[src/rtl/dspcplx_mult_sched.sv]
// Round-robin scheduler that time-shares one pipelined complex multiplier among
// NREQ requesters. Operands are accepted over valid/ready and registered into the
// multiplier. A requester-ID tag travels beside each op so the product returns
// tagged to its owner. An enable/drain FSM lets software quiesce the multiplier.
module dspcplx_mult_sched #(
  parameter int NREQ     = 4,
  parameter int AW       = 18,
  parameter int BW       = 18,
  parameter int MULT_LAT = 4
) (
  input  logic                      clk,
  input  logic                      rst,
  input  logic                      en,
  input  logic [NREQ-1:0]           req_valid,
  output logic [NREQ-1:0]           req_ready,
  input  logic [NREQ*AW-1:0]        req_ar,
  input  logic [NREQ*AW-1:0]        req_ai,
  input  logic [NREQ*BW-1:0]        req_br,
  input  logic [NREQ*BW-1:0]        req_bi,
  output logic [AW-1:0]             mul_ar,
  output logic [AW-1:0]             mul_ai,
  output logic [BW-1:0]             mul_br,
  output logic [BW-1:0]             mul_bi,
  input  logic [AW+BW+1:0]          mul_pr,
  input  logic [AW+BW+1:0]          mul_pi,
  output logic                      res_valid,
  output logic [$clog2(NREQ)-1:0]   res_id,
  output logic [AW+BW+1:0]          res_pr,
  output logic [AW+BW+1:0]          res_pi,
  output logic                      idle
);

  localparam int IDW = $clog2(NREQ);
  localparam int PW  = AW + BW + 2;
  // One op in the issue register plus one per multiplier stage can be in flight.
  localparam int IFW = $clog2(MULT_LAT + 2);

  typedef enum logic [1:0] {
    S_IDLE  = 2'd0,
    S_RUN   = 2'd1,
    S_DRAIN = 2'd2
  } state_t;

  state_t           r_state, w_state_nxt;
  logic             w_grant_en;
  logic             w_gnt;
  logic [IDW-1:0]   w_gnt_id;
  logic [IDW-1:0]   w_idx;
  logic [AW-1:0]    w_sel_ar, w_sel_ai;
  logic [BW-1:0]    w_sel_br, w_sel_bi;
  logic [IDW-1:0]   r_ptr;
  logic [IFW-1:0]   r_inflight;

  logic [AW-1:0]    r_mul_ar, r_mul_ai;
  logic [BW-1:0]    r_mul_br, r_mul_bi;
  // Issue-stage tag rides with r_mul_*; r_tag_* then mirrors the multiplier's
  // MULT_LAT stages so the last entry lines up with mul_pr/mul_pi.
  logic             r_iss_v;
  logic [IDW-1:0]   r_iss_id;
  logic [MULT_LAT-1:0] r_tag_v;
  logic [IDW-1:0]   r_tag_id [MULT_LAT];

  logic             r_res_valid;
  logic [IDW-1:0]   r_res_id;
  logic [PW-1:0]    r_res_pr, r_res_pi;

  logic             w_ret_v;
  assign w_ret_v = r_tag_v[MULT_LAT-1];

  // State register.
  always_ff @(posedge clk or posedge rst) begin
    // NOTE: sequential state uses non-blocking assignments so every flop samples
    // pre-edge values regardless of block evaluation order.
    if (rst) r_state <= S_IDLE;
    else     r_state <= w_state_nxt;
  end

  // Next-state logic; granting is allowed only while running with en held high.
  always_comb begin
    // NOTE: every output of a combinational block gets a default first so no
    // path leaves it unassigned and a latch is never inferred.
    w_state_nxt = r_state;
    w_grant_en  = 1'b0;
    unique case (r_state)
      S_IDLE:  if (en) w_state_nxt = S_RUN;
      S_RUN: begin
        w_grant_en = en;
        if (!en) w_state_nxt = (r_inflight == '0) ? S_IDLE : S_DRAIN;
      end
      S_DRAIN: if (r_inflight == '0) w_state_nxt = S_IDLE;
      default: w_state_nxt = S_IDLE;
    endcase
  end

  assign idle = (r_state == S_IDLE);

  // Round-robin search starting one past the last granted requester, plus the
  // operand mux for the winner.
  always_comb begin
    w_gnt     = 1'b0;
    w_gnt_id  = '0;
    w_idx     = '0;
    req_ready = '0;
    w_sel_ar  = '0;
    w_sel_ai  = '0;
    w_sel_br  = '0;
    w_sel_bi  = '0;
    for (int k = 1; k <= NREQ; k++) begin
      w_idx = IDW'((int'(r_ptr) + k) % NREQ);
      if (w_grant_en && !w_gnt && req_valid[w_idx]) begin
        w_gnt    = 1'b1;
        w_gnt_id = w_idx;
      end
    end
    if (w_gnt) req_ready[w_gnt_id] = 1'b1;
    for (int i = 0; i < NREQ; i++) begin
      if (w_gnt_id == IDW'(i)) begin
        w_sel_ar = req_ar[i*AW +: AW];
        w_sel_ai = req_ai[i*AW +: AW];
        w_sel_br = req_br[i*BW +: BW];
        w_sel_bi = req_bi[i*BW +: BW];
      end
    end
  end

  // Round-robin pointer follows the most recent transfer.
  always_ff @(posedge clk or posedge rst) begin
    if (rst)        r_ptr <= IDW'(NREQ - 1);
    else if (w_gnt) r_ptr <= w_gnt_id;
  end

  // Operand registers feeding the multiplier; hold when nothing transfers.
  always_ff @(posedge clk or posedge rst) begin
    if (rst) begin
      r_mul_ar <= '0;
      r_mul_ai <= '0;
      r_mul_br <= '0;
      r_mul_bi <= '0;
    end else if (w_gnt) begin
      r_mul_ar <= w_sel_ar;
      r_mul_ai <= w_sel_ai;
      r_mul_br <= w_sel_br;
      r_mul_bi <= w_sel_bi;
    end
  end

  assign mul_ar = r_mul_ar;
  assign mul_ai = r_mul_ai;
  assign mul_br = r_mul_br;
  assign mul_bi = r_mul_bi;

  // Tag pipeline carrying valid/ID in lockstep with the multiplier.
  always_ff @(posedge clk or posedge rst) begin
    if (rst) begin
      r_iss_v  <= 1'b0;
      r_iss_id <= '0;
      r_tag_v  <= '0;
      // NOTE: this small array is reset because its valids must clear on reset;
      // large data-only memories would normally be left unreset.
      for (int j = 0; j < MULT_LAT; j++) r_tag_id[j] <= '0;
    end else begin
      r_iss_v <= w_gnt;
      if (w_gnt) r_iss_id <= w_gnt_id;
      r_tag_v[0]  <= r_iss_v;
      r_tag_id[0] <= r_iss_id;
      for (int j = 1; j < MULT_LAT; j++) begin
        r_tag_v[j]  <= r_tag_v[j-1];
        r_tag_id[j] <= r_tag_id[j-1];
      end
    end
  end

  // Result register: product captured only when its tag is valid.
  always_ff @(posedge clk or posedge rst) begin
    if (rst) begin
      r_res_valid <= 1'b0;
      r_res_id    <= '0;
      r_res_pr    <= '0;
      r_res_pi    <= '0;
    end else begin
      r_res_valid <= w_ret_v;
      r_res_id    <= r_tag_id[MULT_LAT-1];
      if (w_ret_v) begin
        r_res_pr <= mul_pr;
        r_res_pi <= mul_pi;
      end
    end
  end

  assign res_valid = r_res_valid;
  assign res_id    = r_res_id;
  assign res_pr    = r_res_pr;
  assign res_pi    = r_res_pi;

  // In-flight counter used by the drain logic.
  always_ff @(posedge clk or posedge rst) begin
    if (rst) r_inflight <= '0;
    else begin
      unique case ({w_gnt, w_ret_v})
        2'b10:   r_inflight <= r_inflight + IFW'(1);
        2'b01:   r_inflight <= r_inflight - IFW'(1);
        default: r_inflight <= r_inflight;
      endcase
    end
  end

endmodule

[config.mk]
export PLATFORM = sky130hd
export DESIGN_NAME = dspcplx_mult_sched
export DESIGN_NICKNAME = d
export VERILOG_FILES = /design/src/rtl/dspcplx_mult_sched.sv
export SDC_FILE = /design/constraint.sdc
export NUM_CORES = 1
export LEC_CHECK = 0
export BUFFER_PORTS_ARGS = -buffer_cell sky130_fd_sc_hd__buf_2
export CORE_AREA = 2 2 202 204
export DETAILED_ROUTE_END_ITERATION = 6
export DIE_AREA = 0 0 204 206
export PLACE_DENSITY = 0.52
export SLEW_MARGIN = 20
export SYNTH_ARGS = -nofsm -noshare
export SYNTH_HDL_FRONTEND = slang
export SYNTH_SLANG_ARGS = --single-unit
[constraint.sdc]
create_clock -name clk -period 6.9 [get_ports clk]
set_input_delay 2.07 -clock clk [delete_from_list [all_inputs] [get_ports clk]]
set_output_delay 2.07 -clock clk [all_outputs]
set_load 0.01 [all_outputs]
==> reports/metrics.yaml, run 1 <==
status: "finished, final reports clean"
cts_max_level: 4
path_common_cell: "buf_2"
die_w_um: 204
synth_edf_count: 0
endpoint_kind: "primary output"
maxSlewViolCount: 0
wl_per_cell_um: 17.0
synth_simple_gate_area_share_pct: 9.28
synth_mux_area_share_pct: 24.0
synth_compound_area_share_pct: 12.9
skew_ns: 0.0162
grt_pass1_vias: 7673
finalWirelength_um: 29700
grt_start_max_net_pins: 104
antenna_found_initial: 1
cap_viol_max_count: 0
vias: 7719
yosysWarnings: 0
fin_util_pct: 31.2
worst_path_max_delay_cell: "a2111o_1"
synth-xor-area-share_pct: 0.301
clk_latency_ns: 0.44
cp_max_fo: 8
core_area_mm2: 0.0402
dieArea_mm2: 0.0420
place_congestion: 0.810
fin_crit_sh_pct: 84.9
viasPerCell: 4.42
layout_common_cells: "526 x buf_2, 170 x dfrtp_1, 121 x mux2i_1, 78 x mux2_2, 54 x nand2_1"
num_rows: 74
period_needed_ns: 5.86
clock_path_buffers: 2
power.total_uw: 4900
hold_buffers: 0
seq_area_frac_synth_pct: 49.7
drive_above_1_share_pct: 56.8
drtIter0Drc: 379
synth_fa_ha_area_share_pct: 0.373
synth_top_family_by_area: "multiplexers"
cts_tree: "done"
n_antenna_cell: 0
cp.required_ns: 4.83
start_kind: "input port"
crit_chain: "buf_2 -> or3b_1 -> a211o_1 -> a2111o_1 -> nand2_4 -> and2_1 -> buf_2"
clock-sinks: 173
synthFlopType: "dfrtp_1"
grt_pass1_wl_um: 43400
io_pins: 527
peakVddDrop_v: 0.000118
layout_commonest_cell: "buf_2"
cp_data_arrival_time_ns: 3.79
rsz0062_at_grt: "false"
path_class: "input port to primary output"
cts_setup_buffers: 0
cpPeakStageDelay_ns: 0.51
clock-root-buffer: "clkbuf_16"
max_slew.worst_pin.slew_ns: 1.00
hold_path_class: "flip-flop to flip-flop"
critPathBufInv: 2
numCtsBuffers: 17
drcViolationCount: 0
die_y_um: 206
synthCells: 703
relSlewSlack_pct: 33.2
synth_cell_type_count: 40
syn_area_per_cell_um2: 12.4
setup_viol: 0
hold_viol: 0
grt_usage_pct: 13.5
ys_seq_elements: 173
finalNetCount: 1574
dr.pass1.iters: 6
synth_area_mm2: 0.00872
synthArstFlopShare_pct: 100
dp_hpwl_um: 22000
route.antenna.remaining_nets: 0
r2r_slack_ns: 3.66
p_leak_uw: 0.00617
syn-num-nets: 1076
area_growth_pct: 43.6
critPathTopFamily: "compound AO/OA/AOI/OAI gates"
fmaxAchievable_ghz: 0.171
power_density_mw_per_mm2: 391
start_util_pct: 21.7
setup_tns_ns: 0
port_buffers: 526
cts_resized: 0
gr-total-overflow: 0
cts.clk_slew.worst_paths_ns: 0.06
[cell families after synthesis]
kind of cell	after synthesis
multiplexers	199
flip-flops	173
AND/OR/NAND/NOR	152
AO/OA/AOI/OAI	110
buffers and inverters	64
XOR/XNOR	3
adder cells (fa/ha/maj)	2
[per-layer routing]
| metal | vias to the layer above | part of all wire (%) | track usage (%) |
|---|---|---|---|
| li1 | 3627 | - | - |
| met1 | 3742 | 42 | 16.1 |
| met2 | 310 | 49 | 23.1 |
| met3 | 38 | 6.6 | 3.55 |
| met4 | 2 | 2.3 | 5.64 |
| met5 | - | 0.044 | 0 |
[worst reg2reg max path: cells and delay by family (launching register included)]
kind	cells	cell delay, ns
buffers and inverters	1	0.57
DFF	1	0.64
AOI/OAI and AO/OA	4	1.71
and+or+nand+nor	1	0.17
[cell type report]
class | instances | area, um2
fillers | 4181 | 27700
flip-flops and latches | 173 | 4340
multi-input cells | 466 | 4120
repair buffers | 537 | 2730
well taps | 532 | 666
clock buffers | 19 | 453
clock inverters | 13 | 205
inverters | 6 | 27.5
[Yosys cell counts, types with 2 or more instances]
library cell  number  share of area (%)
mux2_2            78                 10
o21ai_0            3               0.17
a221oi_1          51                5.1
nor3b_1            2               0.17
nor2b_1           49                3.5
buf_1              4               0.17
nand2_1           55                2.4
o221ai_2          30                5.2
and2_1            26                1.9
buf_2             13               0.75
clkbuf_1          32                1.4
nand3b_1           3               0.26
and3_1             2               0.14
o211ai_1           2               0.17
dfstp_2            2               0.60
dfrtp_1          171                 49
xor2_1             2               0.20
inv_1              6               0.26
nor4_1             2               0.14
o221ai_1          16                1.6
a21oi_1            2               0.11
buf_6              4               0.52
mux2i_1          121                 14
nor2_1             7               0.30
buf_4              5               0.43
[per-stage QoR]
| stage | instance area, um2 | hold WS, ns | instances | worst slack [ns] |
|---|---|---|---|---|
| 4_1_cts | 12500 | 0.350 | 1746 | 1.04 |
| 5_1_grt | 12500 | 0.354 | 1746 | 0.982 |
| 3_5_place_dp | 11900 | 0.335 | 1714 | 1.05 |
| 2_1_floorplan | 8720 | 0.331 | 703 | 0.145 |
| 3_3_place_gp | 11900 | 0.331 | 1714 | 1.04 |
| 6_report | 12500 | 0.348 | 1746 | 1.04 |
[worst paths after layout]
kind | startpoint | to | cells past startpoint
max | req_valid[3] | req_ready[0] | 7
min | r_tag_id[5] | r_tag_id[3] | 0
max reg2reg | r_ptr[1] | mul_ai[15] | 6
min reg2reg | r_tag_id[5] | r_tag_id[3] | 0
max in group asynchronous | rst | r_tag_v[3] | 3
min in group asynchronous | rst | res_pi[2] | 2
[power breakdown]
part / switching, uW / internal [uW]
combinational: 1040 / 994
sequential: 283 / 1510
clock: 439 / 636
total: 1760 / 3140
[sequential cells by signal, summed over array words and instances (netlist names)]
register and flops:
r_state 2, res_id 2, r_inflight 3, r_iss_v 1
r_tag_v 4, mul_ai 18, res_pr 38, mul_ar 18
r_ptr 2, mul_bi 18, res_pi 38, mul_br 18
r_tag_id 8, res_valid 1, r_iss_id 2
(Power assumes the default switching activity.)
==> run 2, diff against run 1 <==
Clock period 6.9 ns to 5.31 ns, I/O delays scaled along.
==> run 2 against run 1 <==
Against the previous run: clock-buffer cell count fell by 1; via count fell by 0.79%; utilization fell by 0.078 points; combinational power rose by 31%; first-iteration DRC count fell by 15%; die area did not move; sequential share of layout area rose by 0.087 points; final cell count rose by 0.34%; worst hold slack got worse by 0.0033 ns; clock skew fell by 0.0017 ns; largest cell class unchanged; highest routed layer unchanged.
==> reports/metrics.yaml, run 2 (synthesized netlist as in run 1, its figures left out) <==
status: "finished, final reports clean"  # unchanged
port_buffers: 526  # unchanged
clock_path_buffers: 2  # unchanged
drive_above_1_share_pct: 56.8  # about the same
num_rows: 74  # unchanged
route.antenna.remaining_nets: 0  # unchanged
setup_ws_ns: 0.368  # was 1.04 ns
grtUsageMet2_pct: 23.5  # was 23.1%
num-fill-cells: 4202  # was 4181
layout_common_cells: "526 x buf_2, 170 x dfrtp_1, 121 x mux2i_1, 78 x mux2_2, 54 x nand2_1"  # unchanged
cts_max_level: 4  # unchanged
die_w_um: 204  # unchanged
cp.required_ns: 3.72  # was 4.83 ns
max_slew.worst_pin.slew_ns: 1.01  # was 1.00 ns
dp_hpwl_um: 22000  # about the same
peakVddDrop_v: 0.000193  # was 0.000118 V
grt_use_met1_pct: 17.2  # was 16.1%
path_class: "input port to primary output"  # unchanged
grt_pass1_wl_um: 45000  # was 43400 um
power_density_mw_per_mm2: 501  # was 391 mW/mm2
relSlewSlack_pct: 32.9  # was 33.2%
io_pins: 527  # unchanged
grt_use_met3_pct: 4.30  # was 3.55%
clock-sinks: 173  # unchanged
hold_path_class: "flip-flop to flip-flop"  # unchanged
drtIter0Drc: 324  # was 379
setup_tns_ns: 0  # unchanged
maxSlewViolCount: 0  # unchanged
period_needed_ns: 4.94
finalNetCount: 1576  # was 1574
viasPerCell: 4.37  # was 4.42
cts_setup_buffers: 0  # unchanged
cts.clk_slew.worst_paths_ns: 0.07  # was 0.06 ns
dp_slack_ns: 0.364  # was 1.05 ns
die_y_um: 206  # unchanged
wl_per_cell_um: 17.3  # was 17.0 um
hold_buffers: 0  # unchanged
grt_usage_pct: 14.1  # was 13.5%
cp_data_arrival_time_ns: 3.35  # was 3.79 ns
cts_tree: "done"  # unchanged
core_area_mm2: 0.0402  # unchanged
grt_pass1_vias: 7671  # was 7673
finalWirelength_um: 30300  # was 29700 um
place_congestion: 0.794  # was 0.810
drcViolationCount: 0  # unchanged
layout_commonest_cell: "buf_2"  # unchanged
endpoint_kind: "primary output"  # unchanged
fin_crit_sh_pct: 93.1
skew_ns: 0.0145  # was 0.0162 ns
start_kind: "input port"  # unchanged
numCtsBuffers: 17  # unchanged
antenna_found_initial: 7  # was 1
clock-root-buffer: "clkbuf_16"  # unchanged
cap_viol_max_count: 0  # unchanged
grt_start_max_net_pins: 174  # was 104
clk_latency_ns: 0.44  # about the same
dr.pass1.iters: 4  # was 6
cts_resized: 0  # unchanged
area_growth_pct: 43.3  # was 43.6%
hold_viol: 0  # unchanged
fmaxAchievable_ghz: 0.202
r2r.worst_path.cells: 7  # was 6
min_path_cells: 0  # unchanged
grt.busiest_layer: "met2"  # unchanged
cp_max_fo: 8  # unchanged
start_util_pct: 21.7  # unchanged
rsz0062_at_grt: "false"  # unchanged
gr-total-overflow: 0  # unchanged
dieArea_mm2: 0.0420  # unchanged
p_leak_uw: 0.00614  # was 0.00617 uW
setup_viol: 0  # unchanged
vias: 7658  # was 7719
[run 2: through the flow]
step / instance area (um2) / utilization (%) / hold WS, ns / power [uW] / instances
finish: 12500 / 31.1 / 0.345 / 6270 / 1752
floorplan: 8730 / - / 0.331 / 3940 / 703
global placement: 11900 / 29.6 / 0.332 / 5030 / 1716
global route: 12500 / 31.1 / 0.351 / 6740 / 1749
CTS: 12500 / 31.1 / 0.343 / 6400 / 1748
detailed placement: 11900 / 29.6 / 0.336 / 5060 / 1716
[run 2: power breakdown]
part / switching (uW) / leakage (uW) / internal (uW) / total (uW)
Clock: 600 / 0.000282 / 678 / 1280
Combinational: 1360 / 0.00377 / 1300 / 2660
Sequential: 359 / 0.00208 / 1970 / 2320
[run 2: cell type report]
cell class,count,area (um2),share of cell area (%)
clock buffer,18,439,3.51
inverter,6,26.3,0.210
antenna,4,10.0,0.0801
clock inverter,14,151,1.21
tap,532,666,5.33
timing repair buffer,539,2760,22.0
sequential,173,4340,34.7
multi-input combinational,466,4120,32.9
[run 2: path summary, 6_finish.rpt]
path | start | slack [ns] | endpoint
worst min-delay path | r_tag_v[0] | 0.35 | r_tag_v[1]
min in group asynchronous | rst | 1.43 | res_pi[22]
max in group asynchronous | rst | 3.14 | r_tag_v[3]
worst max register to register | r_ptr[1] | 2.29 | mul_ai[8]
worst max-delay path | req_valid[3] | 0.37 | req_ready[0]
worst min register to register | r_tag_v[0] | 0.35 | r_tag_v[1]
[run 2: metal layers]
layer  part of all wire [%]  wire length, um
met3                    7.4             2240
met4                    1.9              565
met5                   0.18               55
met1                     43            12900
met2                     48            14500
[run 2: worst max-delay path, cell delays in order]
cell      delay (ns)
buf_2           0.14
or3b_1          0.37
a211o_1         0.29
a2111o_1        0.52
nand2_4         0.14
and2_1          0.15
buf_2           0.14
==> run 3, diff against run 2 <==
Settings changed: ABC_AREA from default to 1, CORE_AREA 2 2 202 204 to 2 2 204 206, DIE_AREA 0 0 204 206 to 0 0 206 208, PLACE_DENSITY 0.52 to 0.54.
==> run 3 against run 2 <==
Against the previous run: setup slack got worse by 0.056 ns; register-to-register slack got worse by 0.66 ns; critical endpoint unchanged; fmax decreased by 1.1%; utilization increased by 1.8 points; via count increased by 29%; sequential cell count unchanged; synthesized cell count increased by 74%; combinational power increased by 56%.
==> reports/metrics.yaml, run 3 <==
rsz0062_at_grt: "false"  # unchanged
period_needed_ns: 5.00  # was 4.94 ns
min_path_cells: 0  # unchanged
viasPerCell: 4.36  # was 4.37
grt_pass1_wl_um: 54400  # was 45000 um
cpPeakStageDelay_ns: 0.41  # was 0.52 ns
fmaxAchievable_ghz: 0.200  # was 0.202 GHz
path_class: "input port to primary output"  # unchanged
whs_ns: 0.346  # was 0.345 ns
clk_latency_ns: 0.45  # was 0.44 ns
vias: 9848  # was 7658
synthFlopType: "dfrtp_1"  # unchanged
dp_hpwl_um: 27800  # was 22000 um
synth_area_mm2: 0.00966  # was 0.00872 mm2
fin_crit_sh_pct: 94.1  # was 93.1%
p_switching_uw: 3530  # was 2320 uW
hp-start: "r_tag_v[2]"  # was r_tag_v[0]
synthCells: 1222  # was 703
drtIter0Drc: 454  # was 324
critPathBufInv: 3  # was 2
yosysTopAreaCell: "dfrtp_1"  # unchanged
rr_endpoint: "r_inflight[2]"  # was mul_ai[8]
r2r.worst_path.cells: 17  # was 7
cts_max_level: 4  # unchanged
path_common_cell: "nand2_1"  # was buf_2
max_slew.worst_pin.slew_ns: 0.917  # was 1.01 ns
relSlewSlack_pct: 38.8  # was 32.9%
timing.rr.start: "r_ptr[0]"  # was r_ptr[1]
syn-num-nets: 1595  # was 1076
grt_usage_pct: 16.6  # was 14.1%
yosysTopAreaCellShare_pct: 44.3  # was 49.1%
finalNetCount: 2084  # was 1576
start_kind: "input port"  # unchanged
synth_area_leaders: "dfrtp_1 44%, nand2_1 18%, mux2_2 8.9%"  # was dfrtp_1 49%, mux2i_1 14%, mux2_2 10%
cap_viol_max_count: 0  # unchanged
port_buffers: 526  # unchanged
dp_slack_ns: 0.371  # was 0.364 ns
cts_setup_buffers: 0  # unchanged
route.antenna.remaining_nets: 0  # unchanged
cts_tree: "done"  # unchanged
ys_seq_elements: 173  # unchanged
crit_chain: "buf_2 -> nand2_1 -> nand2_1 -> nand2_1 -> inv_1 -> a31oi_1 -> nor2_1 -> nor2_4 -> nand2_4 -> nor3_1 -> buf_2"  # was buf_2 -> or3b_1 -> a211o_1 -> a2111o_1 -> nand2_4 -> and2_1 -> buf_2
placedCellCount: 2224  # was 1716
synth_cell_type_count: 31  # was 40
gr-total-overflow: 0  # unchanged
hold_buffers: 0  # unchanged
num_rows: 74  # unchanged
die_y_um: 208  # was 206 um
worst_path_max_delay_cell: "nor2_4"  # was a2111o_1
post-synth-top-count-cell: "nand2_1"  # was dfrtp_1
numCtsBuffers: 17  # unchanged
drive_above_1_share_pct: 39.1  # was 56.8%
power_density_mw_per_mm2: 587  # was 501 mW/mm2
synth_commonest_cells: "456 x nand2_1, 171 x dfrtp_1, 132 x nand3_1, 122 x inv_1, 76 x mux2_2"  # was 171 x dfrtp_1, 121 x mux2i_1, 78 x mux2_2, 55 x nand2_1, 51 x a221oi_1
drcViolationCount: 0  # unchanged
setup_ws_ns: 0.312  # was 0.368 ns
cts.clk_slew.worst_paths_ns: 0.06  # was 0.07 ns
skew_ns: 0.0167  # was 0.0145 ns
peakVddDrop_v: 0.000486  # was 0.000193 V
syn_area_per_cell_um2: 7.90  # was 12.4 um2
dieArea_mm2: 0.0428  # was 0.0420 mm2
internal_power_uw: 4300  # was 3950 uW
die_w_um: 206  # was 204 um
clock-sinks: 173  # unchanged
p_comb_share_pct: 53.1  # was 42.5%
dr.pass1.iters: 4  # unchanged
cp.required_ns: 3.72  # about the same
status: "finished, final reports clean"  # unchanged
critPathTopFamily: "simple AND/OR/NAND/NOR gates"  # was compound AO/OA/AOI/OAI gates
power_frac_seq_pct: 29.7  # was 37.1%
synthArstFlopShare_pct: 100  # unchanged
cts_resized: 0  # unchanged
seq_area_frac_synth_pct: 44.9  # was 49.7%
grt_pass1_vias: 9840  # was 7671
clock-root-buffer: "clkbuf_16"  # unchanged
yosysWarnings: 0  # unchanged
maxSlewViolCount: 0  # unchanged
power.total_uw: 7830  # was 6270 uW
p_leak_uw: 0.00751  # was 0.00614 uW
endpoint_kind: "primary output"  # unchanged
layout_common_cells: "526 x buf_2, 456 x nand2_1, 170 x dfrtp_1, 131 x nand3_1, 120 x inv_1"  # was 526 x buf_2, 170 x dfrtp_1, 121 x mux2i_1, 78 x mux2_2, 54 x nand2_1
num-fill-cells: 4346  # was 4202
grt_start_max_net_pins: 103  # was 174
hold_path_class: "flip-flop to flip-flop"  # unchanged
r2r_slack_ns: 1.63  # was 2.29 ns
core_area_mm2: 0.0406  # was 0.0402 mm2
wl_per_cell_um: 16.2  # was 17.3 um
io_pins: 527  # unchanged
setup_tns_ns: 0  # unchanged
cp_data_arrival_time_ns: 3.41  # was 3.35 ns
finalWirelength_um: 36500  # was 30300 um
start_util_pct: 23.8  # was 21.7%
clock_path_buffers: 2  # unchanged
hold_viol: 0  # unchanged
synth_edf_count: 0  # unchanged
place_congestion: 0.950  # was 0.794
area_growth_pct: 38.0  # was 43.3%
setup_viol: 0  # unchanged
antenna_found_initial: 4  # was 7
switching_share_pct: 45.1  # was 37.0%
hold-path-endpoint: "r_tag_v[3]"  # was r_tag_v[1]
final_cells: 2258  # was 1752
cp_max_fo: 17  # was 8
cp.depth: 11  # was 7
clkPwrFrac_pct: 17.2  # was 20.4%
layout_commonest_cell: "buf_2"  # unchanged
## run 3: logic make-up (layout without fill, tap and decap cells)
logic type,count (synthesis),after routing,share of synthesized area (%)
buffers and inverters,200,702,9.59
other,0,2,0
xor gates and xnor gates,2,2,0.181
muxes,76,76,8.86
AOI/OAI and AO/OA,73,73,4.09
DFF,173,173,44.9
adders and majority gates,2,2,0.337
and+or+nand+nor,696,696,32.1
## run 3: routing by layer
metal  track usage [%]  wire, um  vias up
li1                  -         -     4842
met1              19.3     14700     4552
met4              5.07       647        4
met5                 0        23        -
met2              29.2     18200      414
met3              4.73      3000       36
## run 3: worst register-to-register path, cell delays in order, from the launching register on
cell and delay [ns]:
dfstp_2 0.68, inv_2 0.13, nand2_1 0.09, nand2_2 0.08, nand2_1 0.07, nand2_1 0.07, nor2_1 0.14, inv_1 0.12
nand3_1 0.18, nand3_4 0.09, clkinv_2 0.06, buf_4 0.68, ha_1 0.31, inv_1 0.08, fa_1 0.38, a21oi_1 0.15
o21ai_0 0.12, xnor2_1 0.13
## run 3: final cells by class
cell class                 count  area, um2  share of cell area (%)
multi-input combinational    849       4430                    33.2
antenna                        2       5.00                  0.0376
clock inverter                13        176                    1.32
sequential                   173       4340                    32.5
inverter                     126        478                    3.59
clock buffer                  19        443                    3.32
tap                          532        666                    5.00
timing repair buffer         544       2790                    21.0
## run 3: metrics by stage
step	instance area, um2	util (%)
2_1_floorplan	9660	-
3_3_place_gp	12700	31.3
3_5_place_dp	12700	31.3
4_1_cts	13300	32.8
5_1_grt	13300	32.9
6_report	13300	32.9
## run 3: power groups by stage
stage	sequential, uW	clock, uW	combinational (uW)
floorplan	2570	0	2530
global route	2400	1460	4680
detailed placement	2340	0	4230
global placement	2330	0	4180
CTS	2330	1410	4230
finish	2320	1350	4160
## run 3: how the worst max path moves through the flow
stage | startpoint | endpoint | slack, ns
floorplan | en | req_ready[0] | 0.55
global placement | req_valid[1] | req_ready[1] | 0.43
detailed placement | en | req_ready[1] | 0.37
CTS | en | req_ready[1] | 0.36
global route | en | req_ready[1] | 0.12
finish | req_valid[2] | req_ready[0] | 0.31
